**config.mk**
```make
export PLATFORM = sky130hd
export DESIGN_NAME = demux1_8_sequencer
export DESIGN_NICKNAME = d
export VERILOG_FILES = /design/src/rtl/demux1_8_sequencer.sv
export SDC_FILE = /design/constraint.sdc
export NUM_CORES = 1
export LEC_CHECK = 0
export CAP_MARGIN = 20
export CELL_PAD_IN_SITES_DETAIL_PLACEMENT = 1
export CELL_PAD_IN_SITES_GLOBAL_PLACEMENT = 2
export CORE_MARGIN = 2
export CORE_UTILIZATION = 29
export CTS_CLUSTER_DIAMETER = 30
export CTS_CLUSTER_SIZE = 14
export DETAILED_ROUTE_END_ITERATION = 12
export PLACE_DENSITY = 0.87
export SLEW_MARGIN = 20
export SYNTH_ARGS = -nofsm -noshare
export SYNTH_HDL_FRONTEND = slang
export SYNTH_SLANG_ARGS = --single-unit
```
**constraint.sdc**
```tcl
create_clock -name clk -period 3.6 [get_ports clk]
set_input_delay 0.54 -clock clk [delete_from_list [all_inputs] [get_ports clk]]
set_output_delay 0.54 -clock clk [all_outputs]
set_load 0.005 [all_outputs]
```
**src/rtl/demux1_8_sequencer.sv**
```systemverilog
// Serialises one 8-bit word onto a 1:8 demux: walks the enabled channels in
// ascending order, holding each on y/sel for DWELL cycles, then pulses done.
module demux1_8_sequencer #(
  parameter int DWELL = 1
) (
  input  logic       clk,
  input  logic       rst,
  input  logic       in_valid,
  output logic       in_ready,
  input  logic [7:0] in_data,
  input  logic [7:0] in_mask,
  output logic       y,
  output logic [2:0] sel,
  output logic       y_valid,
  output logic       busy,
  output logic       done
);

  localparam int CW = (DWELL > 1) ? $clog2(DWELL) : 1;
  localparam logic [CW-1:0] CNT_LAST = CW'(DWELL - 1);

  typedef enum logic [1:0] {IDLE, SCAN, FIN} state_t;

  state_t        state, state_nxt;
  logic [7:0]    data, data_nxt;
  logic [7:0]    mask, mask_nxt;
  logic [2:0]    sel_nxt;
  logic [CW-1:0] cnt, cnt_nxt;
  logic          y_nxt, y_valid_nxt, busy_nxt, done_nxt;
  logic [3:0]    first_in, first_up;
  logic [7:0]    above;

  // Returns {found, index} of the lowest set bit.
  function automatic logic [3:0] first_set(input logic [7:0] m);
    first_set = 4'd0;
    for (int i = 7; i >= 0; i--)
      if (m[i]) first_set = {1'b1, 3'(i)};
  endfunction

  // Mask bits strictly above the current channel; empty once sel is 7.
  assign above    = mask & ~((8'd2 << sel) - 8'd1);
  assign first_in = first_set(in_mask);
  assign first_up = first_set(above);

  assign in_ready = (state == IDLE) && !rst;

  always_ff @(posedge clk) begin
    if (rst) begin
      state   <= IDLE;
      data    <= '0;
      mask    <= '0;
      sel     <= '0;
      cnt     <= '0;
      y       <= 1'b0;
      y_valid <= 1'b0;
      busy    <= 1'b0;
      done    <= 1'b0;
    end else begin
      state   <= state_nxt;
      data    <= data_nxt;
      mask    <= mask_nxt;
      sel     <= sel_nxt;
      cnt     <= cnt_nxt;
      y       <= y_nxt;
      y_valid <= y_valid_nxt;
      busy    <= busy_nxt;
      done    <= done_nxt;
    end
  end

  always_comb begin
    state_nxt = state;
    data_nxt  = data;
    mask_nxt  = mask;
    sel_nxt   = sel;
    cnt_nxt   = cnt;
    case (state)
      IDLE: begin
        if (in_valid && in_ready) begin
          data_nxt = in_data;
          mask_nxt = in_mask;
          cnt_nxt  = '0;
          if (first_in[3]) begin
            state_nxt = SCAN;
            sel_nxt   = first_in[2:0];
          end else begin
            state_nxt = FIN;
          end
        end
      end
      SCAN: begin
        if (cnt == CNT_LAST) begin
          cnt_nxt = '0;
          if (first_up[3]) begin
            sel_nxt = first_up[2:0];
          end else begin
            state_nxt = FIN;
            sel_nxt   = 3'd0;
          end
        end else begin
          cnt_nxt = cnt + 1'b1;
        end
      end
      FIN: begin
        state_nxt = IDLE;
        sel_nxt   = 3'd0;
      end
      default: begin
        state_nxt = IDLE;
        sel_nxt   = 3'd0;
      end
    endcase
  end

  // Outputs are decoded from the next state so they land in registers.
  always_comb begin
    y_valid_nxt = (state_nxt == SCAN);
    busy_nxt    = (state_nxt != IDLE);
    done_nxt    = (state_nxt == FIN);
    y_nxt       = (state_nxt == SCAN) ? data_nxt[sel_nxt] : 1'b0;
  end

endmodule

```
Yosys cells after proc, flatten, opt, wreduce, memory -nomap -nowiden. Index checks and enable logic that the tools add are counted.

Logic and storage cells: 62. Register bits: 26. Output and inout port bits: 8. Bits of input ports: 19.

Shift-type cells: 1. Bitwise logic cells: 3. $add $sub $neg: 2. Reductions and logical operators: 9. Eq/ne operators: 4. Muxes and demuxes: 33. Magnitude comparators: 1.

Operators by type and width (count): 4-bit 2-to-1 mux (16); 8-bit 2-to-1 mux (2); 3-bit 2-to-1 mux (4); 8-bit bitwise AND (1); 2-bit 2-to-1 mux (4); 8-bit NOT (1); 2-bit by 3-bit left shift with 8-bit output, first input constant (1); 8-bit by 1-bit subtractor with 8-bit output, second input constant (1); 3-bit case mux with 2 select lines (1); 2-bit by 1-bit equality test with 1-bit output, second input constant (2); 3-bit by 4-bit less-than comparator with 1-bit output, second input constant (1); 2-bit case mux with 2 select lines (1); 2-bit AND reduction (2); 2-bit nonzero test (2); 1-bit binary-select mux with 3-bit select (1); 1-bit 2-to-1 mux (3); 2-bit equality test, second input constant (1); 1-bit logical AND (2); 2-bit logical NOT (1); 2-bit by 1-bit inequality test with 1-bit output, second input constant (1); 1-bit case mux with 2 select lines (1); 2-bit OR reduction (1); 1-bit adder, second input constant (1); 1-bit logical NOT (1); 1-bit NOT (1).

Longest topological paths before layout. Gate-level depths: netlist of the first run.

Depth after elaboration: 18. Gate-level depth with buffers: 13. Depth with buffers taken out: 11.

Worst setup path after synthesis of the first run. No wires, ideal clock.

Kind: register to register. From: register sel[0]. To: register y. Slack: 0.597 ns. Buffers on the path: 2. Arrival time: 2.937 ns. Library setup time: 0.065 ns. Stages on the path, launching flop included: 13. Data required time: 3.535 ns. Period minus slack after synthesis: 3.003 ns. Cell sequence: dfxtp_1 > buf_2 > or3_1 > ha_1 > clkbuf_1 > or4b_1 > a21oi_1 > a211o_1 > a221oi_2 > nor2_1 > a2bb2oi_1 > mux4_2 > nor2b_1.

Word-level cells in the longest chain between the ends: 18. Elaborated cells on any way between the ends: 25. Those cells by class: add/sub: 1; eq/ne: 1; shift: 1; mux: 18; bitwise: 3; reduce/logical: 1.

RTL lines: from (decl) (line 13) `output logic [2:0] sel,`; from (signal assigned) (line 62) `sel <= sel_nxt;`; branches (longest 18 deep; another with 8-bit by 1-bit subtractor with 8-bit output); to (signal assigned) (line 64) `y <= y_nxt;`; to (decl) (line 12) `output logic y,`.

Parallel ways; which one is timed is not known. The select of a mux whose other input is x is not followed. A chain may end at the register's enable or synchronous reset.

Worst setup path in the final report of the first run.
From: register sel[2]. To: register y.

The elaborated chain is that of the path after synthesis.

==> qor.yml, run 1 <==
synthesis:
  synth_top_area_share_pct: 35.7
  synth_compound_area_share_pct: 24.7
  muxShareOfSynthArea_pct: 3.99
  yosysTopAreaCell: "dfxtp_1"
  yosysUniqueCellTypes: 50
  yosysWarnings: 0
  synth_nets: 190
  avgSynthCellArea_um2: 7.93
  synth_ff_type: "dfxtp_1"
  async_flop_share_pct: 0
  yosysSeqAreaShare_pct: 35.7
  syn_area_mm2: 0.00135
  synth_edf_count: 0
  synth.ff_latch_count: 24
  synthAdderAreaFrac_pct: 0.929
  synth.area.top_cells: "dfxtp_1 (36%), nand2_1 (10%), a21oi_1 (5.9%), nor2_1 (4.2%), nand3b_1 (3.9%)"
  synth_xor_area_share_pct: 0
  synthSimpleGateAreaFrac_pct: 30.9
  synth_top_family_by_area: "simple AND/OR/NAND/NOR gates"
  syn_inst: 170
final_layout:
  final_common_cell: "nand2_1"
  most-common-layout-cells: "nand2_1 (36), clkdlybuf4s50_1 (26), dfxtp_1 (24), a21oi_1 (16), nor2_1 (15)"
  fill_cells: 537
  area.growth.synth_to_final_pct: 27.3
  antenna_cells: 0
  drive_above_1_share_pct: 7.25
  fin_nets: 214
worst_setup_path:
  path_class: "register to register"
  crit_start: "sel[2]"
  crit_fanout: 13
  r2r-start: "sel[2]"
  cp.arrival_ps: 3440
  cp-end-kind: "register"
  worstPathRequired_ps: 3810
  startpoint_type: "register"
timing:
  slew_headroom_pct: 52.2
  finalHoldViolCount: 0
  slew_viol_final: 0
  max_freq_mhz: 310
  tightestPinTransition_ps: 715
  period_needed_ps: 3220
  finalCritPeriodShare_pct: 89.6
  clock_skew_ps: 3.85
  setup_ws_ps: 376
  fin_tns_setup_ps: 0
  rsz0062_at_grt: "no"
  finalSetupViolations: 0
flow_run:
  drv_cap: 0
pwr:
  p_per_area_mw_per_mm2: 428
  ir_drop_uv: 187
  power_leakage_nw: 0.633
  p_total_mw: 0.734
floorplanning:
  ios: 27
  initial_core_util_pct: 30.5
  dieWidth_um: 72.2
  die_y_um: 72.2
  die_area_mm2: 0.00521
  core-area_mm2: 0.00441
  rows: 24
hold_path:
  hold_class: "register to register"
  hold_start: "data[6]"
global_route:
  grt_max_degree: 24
  grt_pass1_vias: 1346
  antenna_found_initial: 0
  grt_pass1_wl_um: 6580
  track_usage_pct: 16.1
  grt.overflow.total: 0
clock_network:
  ctsResizeCount: 0
  cts_sinks: 24
  path_clk_slew_ps: 90
  cts_made_buffers: 3
  cts_setup_buffers: 0
  htreeDepth: 1
  insertion_delay_ps: 270
  cts_tree: "yes"
  ctsHoldBuffers: 0
  clk_path_buf_depth: 2
  cts_root_buf: "clkbuf_8"
drt:
  drt.antenna.violating_nets: 0
  drcViolationCount: 0
  dr.first_iter.drc_count: 88
  routed_wirelength_um: 3830
  wl_per_cell_um: 15.6
  vias: 1329
  drt_pre_antenna_iters: 4
  drt-vias-per-instance: 5.42
place:
  dpl.hpwl_um: 2910
  dp_slack_ps: 431
  port_buffers: 26
  gp_congestion: 0.909
outcome:
  status: "completed"
-- cells by family (layout without fill, tap and decap cells) --
logic type               count (synthesis)  count (layout)
AO/OA/AOI/OAI                           48              48
adder cells (fa/ha/maj)                  1               1
buffers and inverters                   11              34
flip-flops                              24              24
multiplexers                             4               4
AND/OR/NAND/NOR                         82              82
-- synthesized netlist by cell type, types with 2 or more instances --
cell,instances
a211oi_1,5
a21o_1,2
a21oi_1,16
a22oi_1,4
buf_2,2
buf_4,2
clkbuf_1,5
dfxtp_1,24
inv_1,2
mux2i_1,2
nand2_1,36
nand2b_1,3
nand3b_1,7
nor2_1,15
nor2b_1,3
nor3b_1,2
nor4_1,2
o21a_1,2
o21ai_0,3
o221ai_1,2
o31ai_1,2
-- where the power goes --
part	switching, mW	internal, mW	leakage [nW]
combinational	0.0993	0.0919	0.401
sequential	0.0195	0.284	0.197
clock	0.0900	0.149	0.0357
-- area by class of cell --
| cell class | count | area, µm² | share of cell area [%] |
|---|---|---|---|
| Tap cell | 52 | 65.1 | 3.79 |
| Sequential cell | 24 | 480 | 28.0 |
| Multi-Input combinational cell | 135 | 816 | 47.6 |
| Clock inverter | 1 | 30.0 | 1.75 |
| Timing Repair Buffer | 28 | 275 | 16.0 |
| Clock buffer | 3 | 41.3 | 2.41 |
| Inverter | 2 | 7.51 | 0.438 |
-- critical path, stage by stage (launching register included) --
cell,delay (ps)
dfxtp_1,580
nor2_1,120
nand2_1,100
ha_1,340
or3b_1,410
a21oi_1,260
o2bb2ai_1,120
nand2b_1,180
nand2_1,130
a2bb2oi_1,270
mux4_2,530
nor2b_1,110
-- routing by layer --
metal  wire [µm]  vias up  global-route usage (%)
met4         113        0                    7.55
met3         108        9                    2.36
met5           0        -                       0
met2        1740       23                    24.3
met1        1870      640                    22.7
li1            -      657                       -
-- registers in the layout, summed over array words and instances (netlist names) --
signal,flops
data,8
mask,7
sel,3
state,2
busy,1
done,1
y,1
y_valid,1
-- worst paths after layout --
| path | to | slack (ps) | cells after the start |
|---|---|---|---|
| worst min-delay path | data[6] | 470 | 2 |
| worst max register to register | y | 380 | 11 |
| worst min register to register | data[6] | 470 | 2 |
| worst max-delay path | y | 380 | 11 |
-- stage by stage --
step	util, %	instances	hold WS, ps	cell area, µm²
CTS	38.9	245	475	1720
global route	38.9	245	513	1720
floorplan	-	170	445	1350
global placement	37.2	241	452	1640
detailed placement	37.2	241	462	1640
finish	38.9	245	471	1720
(Power assumes the default switching activity.)
==> inputs of run 2 (changes only) <==
--- a/config.mk
+++ b/config.mk
@@ -5,6 +5,7 @@
 export SDC_FILE = /design/constraint.sdc
 export NUM_CORES = 1
 export LEC_CHECK = 0
+export ABC_CLOCK_PERIOD_IN_PS = 3600
 export CAP_MARGIN = 20
 export CELL_PAD_IN_SITES_DETAIL_PLACEMENT = 1
 export CELL_PAD_IN_SITES_GLOBAL_PLACEMENT = 2
==> results of run 2 <==
Final layout, timing and power as in run 1 (identical DEF).
